[src/rtl/processors_control_multi.sv]
// Pass sequencer for a bank of NUM_PROC processor lanes.
// Clear, stream columns, unload results; stall, lane masking, errors.
module processors_control_multi #(
  parameter  int N_WIDTH  = 4,
  parameter  int NUM_PROC = 4,
  localparam int SEL_W    = $clog2(NUM_PROC)
) (
  input  logic                clk,
  input  logic                reset,
  input  logic                start,
  input  logic [N_WIDTH-1:0]  N,
  input  logic                stall,
  output logic [NUM_PROC-1:0] proc_enable,
  output logic                proc_clear,
  output logic [N_WIDTH-1:0]  col_idx,
  output logic [N_WIDTH-1:0]  row_base,
  output logic                out_valid,
  output logic [SEL_W-1:0]    out_sel,
  output logic [N_WIDTH-1:0]  out_row,
  output logic                busy,
  output logic                done,
  output logic                err_zero
);

  localparam int W1 = N_WIDTH + 1;

  typedef enum logic [2:0] {
    S_IDLE,
    S_CLEAR,
    S_COMPUTE,
    S_OUTPUT,
    S_DONE
  } state_t;

  state_t              state_q, state_d;
  logic [N_WIDTH-1:0]  n_q, n_d;
  logic [N_WIDTH-1:0]  rb_q, rb_d;
  logic [N_WIDTH-1:0]  col_q, col_d;
  logic [SEL_W-1:0]    lane_q, lane_d;
  logic [NUM_PROC-1:0] en_q, en_d;
  logic                clear_q, clear_d;
  logic                valid_q, valid_d;
  logic [SEL_W-1:0]    sel_q, sel_d;
  logic [N_WIDTH-1:0]  row_q, row_d;
  logic                done_q, done_d;
  logic                err_q, err_d;

  logic [NUM_PROC-1:0] mask_d;
  logic                last_lane;
  logic                last_pass;

  // Lane activity for the upcoming pass; widened so row sums never wrap.
  always_comb begin
    mask_d = '0;
    for (int i = 0; i < NUM_PROC; i++) begin
      mask_d[i] = ({1'b0, rb_d} + W1'(i)) < {1'b0, n_q};
    end
  end

  // End-of-lane and end-of-job detection for the unload phase.
  always_comb begin
    last_lane = (lane_q == SEL_W'(NUM_PROC - 1)) ||
      (({1'b0, rb_q} + W1'(lane_q) + W1'(1)) >= {1'b0, n_q});
    last_pass = ({1'b0, rb_q} + W1'(NUM_PROC)) >= {1'b0, n_q};
  end

  // Next-state, counter updates and next registered outputs.
  always_comb begin
    state_d = state_q;
    n_d     = n_q;
    rb_d    = rb_q;
    col_d   = col_q;
    lane_d  = lane_q;
    err_d   = 1'b0;
    unique case (state_q)
      S_IDLE: begin
        if (start) begin
          if (N != '0) begin
            n_d     = N;
            rb_d    = '0;
            state_d = S_CLEAR;
          end else begin
            err_d = 1'b1;
          end
        end
      end
      S_CLEAR: begin
        col_d   = '0;
        state_d = S_COMPUTE;
      end
      S_COMPUTE: begin
        if (!stall) begin
          if (col_q == n_q - N_WIDTH'(1)) begin
            col_d   = '0;
            lane_d  = '0;
            state_d = S_OUTPUT;
          end else begin
            col_d = col_q + N_WIDTH'(1);
          end
        end
      end
      S_OUTPUT: begin
        if (!stall) begin
          if (last_lane) begin
            lane_d = '0;
            if (last_pass) begin
              state_d = S_DONE;
            end else begin
              rb_d    = rb_q + N_WIDTH'(NUM_PROC);
              state_d = S_CLEAR;
            end
          end else begin
            lane_d = lane_q + SEL_W'(1);
          end
        end
      end
      S_DONE: begin
        rb_d    = '0;
        state_d = S_IDLE;
      end
      default: begin
        state_d = S_IDLE;
      end
    endcase

    clear_d = (state_d == S_CLEAR);
    valid_d = (state_d == S_OUTPUT);
    done_d  = (state_d == S_DONE);
    en_d    = '0;
    if (state_d == S_COMPUTE &&
        !(state_q == S_COMPUTE && stall)) begin
      en_d = mask_d;
    end
    sel_d = valid_d ? lane_d : '0;
    row_d = valid_d ? (rb_d + N_WIDTH'(lane_d)) : '0;
  end

  // State, counters and registered outputs.
  always_ff @(posedge clk or negedge reset) begin
    if (!reset) begin
      state_q <= S_IDLE;
      n_q     <= '0;
      rb_q    <= '0;
      col_q   <= '0;
      lane_q  <= '0;
      en_q    <= '0;
      clear_q <= 1'b0;
      valid_q <= 1'b0;
      sel_q   <= '0;
      row_q   <= '0;
      done_q  <= 1'b0;
      err_q   <= 1'b0;
    end else begin
      state_q <= state_d;
      n_q     <= n_d;
      rb_q    <= rb_d;
      col_q   <= col_d;
      lane_q  <= lane_d;
      en_q    <= en_d;
      clear_q <= clear_d;
      valid_q <= valid_d;
      sel_q   <= sel_d;
      row_q   <= row_d;
      done_q  <= done_d;
      err_q   <= err_d;
    end
  end

  assign proc_enable = en_q;
  assign proc_clear  = clear_q;
  assign col_idx     = col_q;
  assign row_base    = rb_q;
  assign out_valid   = valid_q;
  assign out_sel     = sel_q;
  assign out_row     = row_q;
  assign busy        = (state_q != S_IDLE);
  assign done        = done_q;
  assign err_zero    = err_q;

endmodule
[config.mk]
export PLATFORM = sky130hd
export DESIGN_NAME = processors_control_multi
export DESIGN_NICKNAME = d
export VERILOG_FILES = /design/src/rtl/processors_control_multi.sv
export SDC_FILE = /design/constraint.sdc
export NUM_CORES = 1
export LEC_CHECK = 0
export BUFFER_PORTS_ARGS = -buffer_cell sky130_fd_sc_hd__buf_4
export CORE_MARGIN = 5
export CORE_UTILIZATION = 45
export CTS_BUF_LIST = sky130_fd_sc_hd__clkbuf_16
export DETAILED_ROUTE_END_ITERATION = 16
export PLACE_DENSITY = 0.65
export RECOVER_POWER = 50
export REMOVE_ABC_BUFFERS = 1
export SYNTH_ARGS = -nofsm -noshare
export SYNTH_HDL_FRONTEND = slang
export SYNTH_SLANG_ARGS = --single-unit
[constraint.sdc]
create_clock -name clk -period 9.3 [get_ports clk]
set_clock_uncertainty 0.1 [all_clocks]
set_input_delay 1.395 -clock clk [delete_from_list [all_inputs] [get_ports clk]]
set_output_delay 1.395 -clock clk [all_outputs]
set_load 0.005 [all_outputs]
==> results.toml <==
[synthesis]
syn-instance-count = 218
ys_seq_area_share_pct = 36.4
synth_edf_count = 0
synth_area_per_cell_sq_um = 9.76
yosysWarnings = 0
ys_types = 45
yosys.area.top_type_share_pct = 36.4
synth_top_flop_cell = "dfrtp_1"
synth_area_leaders = "dfrtp_1 (36%), ha_1 (18%), xnor2_1 (4.9%)"
synth_largest_area_cell = "dfrtp_1"
syn_area_sq_um = 2130
synthArstFlopShare_pct = 100
synth-seq-cells = 31

[sta]
finalSetupTns_ns = 0
worstMarginPinSlew_ns = 1.71
rsz0062_at_grt = "false"
period_minus_slack_ns = 4.62
slew_viol_final = 32
fmax_mhz = 216
fin_crit_sh_pct = 49.7
maxSlewHeadroom_pct = -13.8
setup_viol = 0
hold_viol = 0

[setup_path]
setup.worst_path.class = "flip-flop to flip-flop"
end_kind = "flip-flop"
crit_buf_inv = 2
required_ns = 9.38
cp_slowest_cell = "a2111oi_4"
worstPathCellList = "inv_1, ha_1, fa_1, xnor2_1, ha_1, a21oi_2, o21ai_2, a2111oi_4, nand3b_4, mux2_4, inv_2, ha_1, nand2_1, xor2_1, ha_1, a21oi_1, o21ai_0, a311oi_1"
start_kind = "flip-flop"
path_delay_family = "adder cells"
cp.arrival_ns = 4.70
worstPathMaxFanout = 9
crit_top_cell = "ha_1"
max_stage_delay_ns = 0.60

[clocking]
cts_tree = "done"
clk_pin_slew_worst_paths_ns = 0.05
ctsResizeCount = 0
worstSkewPairLatency_ns = 0.28
cts-buffers-inserted = 5
htree_levels = 2
postCtsSetupBuffers = 0
hold_buffers = 0
clockBufferDepth = 2
cts_root_buf = "clkbuf_16"
cts.sinks = 31

[global_route]
grtUsageTotal_pct = 16.7
grt-ovfl-total = 0
grt_first_pass_wirelength_um = 8020
grt_max_degree = 32
antenna_found_initial = 0
first_global_vias = 1608

[finish]
final_nets = 294
utilization_pct = 55.1
nFillCells = 430
final_layout_size_suffix_gt1_share_pct = 17.4
area_growth_syn_to_layout_pct = 20.6
antenna_cells = 0

[power]
power_frac_comb_pct = 51.9
swShare_pct = 40.2
p_int_w = 0.000507
p_per_area_nw_per_um2 = 331
power_switching_w = 0.000341
clock_power_share_pct = 21.6
seqPwrFrac_pct = 26.5
leakagePower_nw = 1.31
vdd_drop_max_uv = 130

[place]
dpl.hpwl_um = 3500
io_buffers = 30
gp_congestion = 0.812

[die]
die_y_um = 78.8
ioPinCount = 31
core_area_sq_um = 4660
row_count = 25
start_util_pct = 45.7
die-area_sq_um = 6200
die_width_um = 78.8

[route]
detail-route-antenna-nets = 0
viasPerCell = 5.33
vias = 1637
wirelength_um = 4710
drc_errors = 0
route.detailed.wl_per_inst_um = 15.4
drtIter0Drc = 73
first_pass_iters = 4

[outcome]
violations = "capacitance limit, slew limit"
status = "finished, violations left"

[run]
drv_cap = 1

[hold_path]
hp-class = "flip-flop to flip-flop"
[metal layers]
layer	GRT usage (%)	vias to the layer above	part of all wire, %
met4	5.94	0	1.4
met5	0	-	0
li1	-	824	-
met1	23.0	774	49
met2	26.1	32	46
met3	3.51	7	3.7
[area by class of cell]
type	instances	area, sq um	area share [%]
repair buffers	30	218	8.48
clock buffers	5	125	4.88
inverters	24	90.1	3.51
well taps	54	67.6	2.63
clock inverters	3	38.8	1.51
multi-input cells	160	1250	48.8
flip-flops and latches	31	776	30.2
[stage by stage]
stage | instances | cell area, sq um | hold slack (ns) | total power [W] | setup WS, ns
floorplan | 215 | 2120 | 0.389 | 0.000534 | 5.12
global placement | 299 | 2410 | 0.414 | 0.000656 | 4.85
detailed placement | 299 | 2410 | 0.418 | 0.000667 | 4.72
CTS | 307 | 2570 | 0.431 | 0.000855 | 4.69
global route | 307 | 2570 | 0.470 | 0.000922 | 4.41
finish | 307 | 2570 | 0.424 | 0.000849 | 4.68
[power by group through the flow]
| stage | Combinational (W) | Clock, W | Sequential (W) |
|---|---|---|---|
| 6_report | 0.000441 | 0.000183 | 0.000225 |
| 5_1_grt | 0.000496 | 0.000194 | 0.000233 |
| 4_1_cts | 0.000445 | 0.000185 | 0.000225 |
| 3_5_place_dp | 0.000441 | 0 | 0.000226 |
| 3_3_place_gp | 0.000431 | 0 | 0.000225 |
| 2_1_floorplan | 0.000316 | 0 | 0.000218 |
[cell usage after synthesis, drive strengths merged, types with 2 or more instances]
library cell	n
dfrtp	31
ha	31
nand2	26
inv	24
nor2	12
xnor2	12
a21oi	11
o21ai	10
nor3	7
a22o	4
nor2b	4
clkbuf	3
fa	3
nand2b	3
nand3b	3
nor4	3
a2111oi	2
a211oi	2
a21o	2
a311oi	2
and2	2
nand3	2
o31ai	2
o41a	2
or3	2
xor2	2
[sequential cells by signal, indices dropped and copies added (netlist names)]
name         flops
col_idx          4
done             1
err_zero         1
lane_q           2
n_q              4
out_row          4
out_sel          2
out_valid        1
proc_clear       1
proc_enable      4
row_base         4
state_q          3
[cells in the final DEF (no fill, tap or decap), types with 3 or more instances in the layout]
cell type / instances
ha_1: 31
dfrtp_1: 31
nand2_1: 26
inv_1: 23
buf_4: 18
nor2_1: 12
xnor2_1: 12
a21oi_1: 10
clkbuf_4: 10
o21ai_0: 8
nor3_1: 7
clkbuf_16: 5
a22o_1: 4
nor2b_1: 3
nor4_1: 3
nand2b_1: 3
fa_1: 3
[cells by family (layout without fill, tap and decap cells)]
| group | count (synthesis) | count (layout) | share of synthesized area, % |
|---|---|---|---|
| and+or+nand+nor | 67 | 67 | 15.8 |
| AOI/OAI and AO/OA | 43 | 43 | 15.1 |
| adders and majority gates | 34 | 34 | 21.0 |
| DFF | 31 | 31 | 36.4 |
| buffers and inverters | 27 | 62 | 4.76 |
| xor gates and xnor gates | 14 | 14 | 5.76 |
| muxes | 2 | 2 | 1.18 |
[final timing paths]
| check | startpoint | end | slack, ns | cells past startpoint |
|---|---|---|---|---|
| setup / recovery | lane_q[0]$_DFF_PN0_ | proc_enable[1]$_DFF_PN0_ | 4.68 | 18 |
| hold / removal | n_q[1]$_DFFE_PN0P_ | n_q[1]$_DFFE_PN0P_ | 0.42 | 1 |
| setup reg to reg | lane_q[0]$_DFF_PN0_ | proc_enable[1]$_DFF_PN0_ | 4.68 | 18 |
| hold reg to reg | n_q[1]$_DFFE_PN0P_ | n_q[1]$_DFFE_PN0P_ | 0.42 | 1 |
| max in group asynchronous | reset | proc_enable[3]$_DFF_PN0_ | 6.65 | 1 |
| min in group asynchronous | reset | n_q[0]$_DFFE_PN0P_ | 1.46 | 1 |
Power figures use the tool's default switching activity.
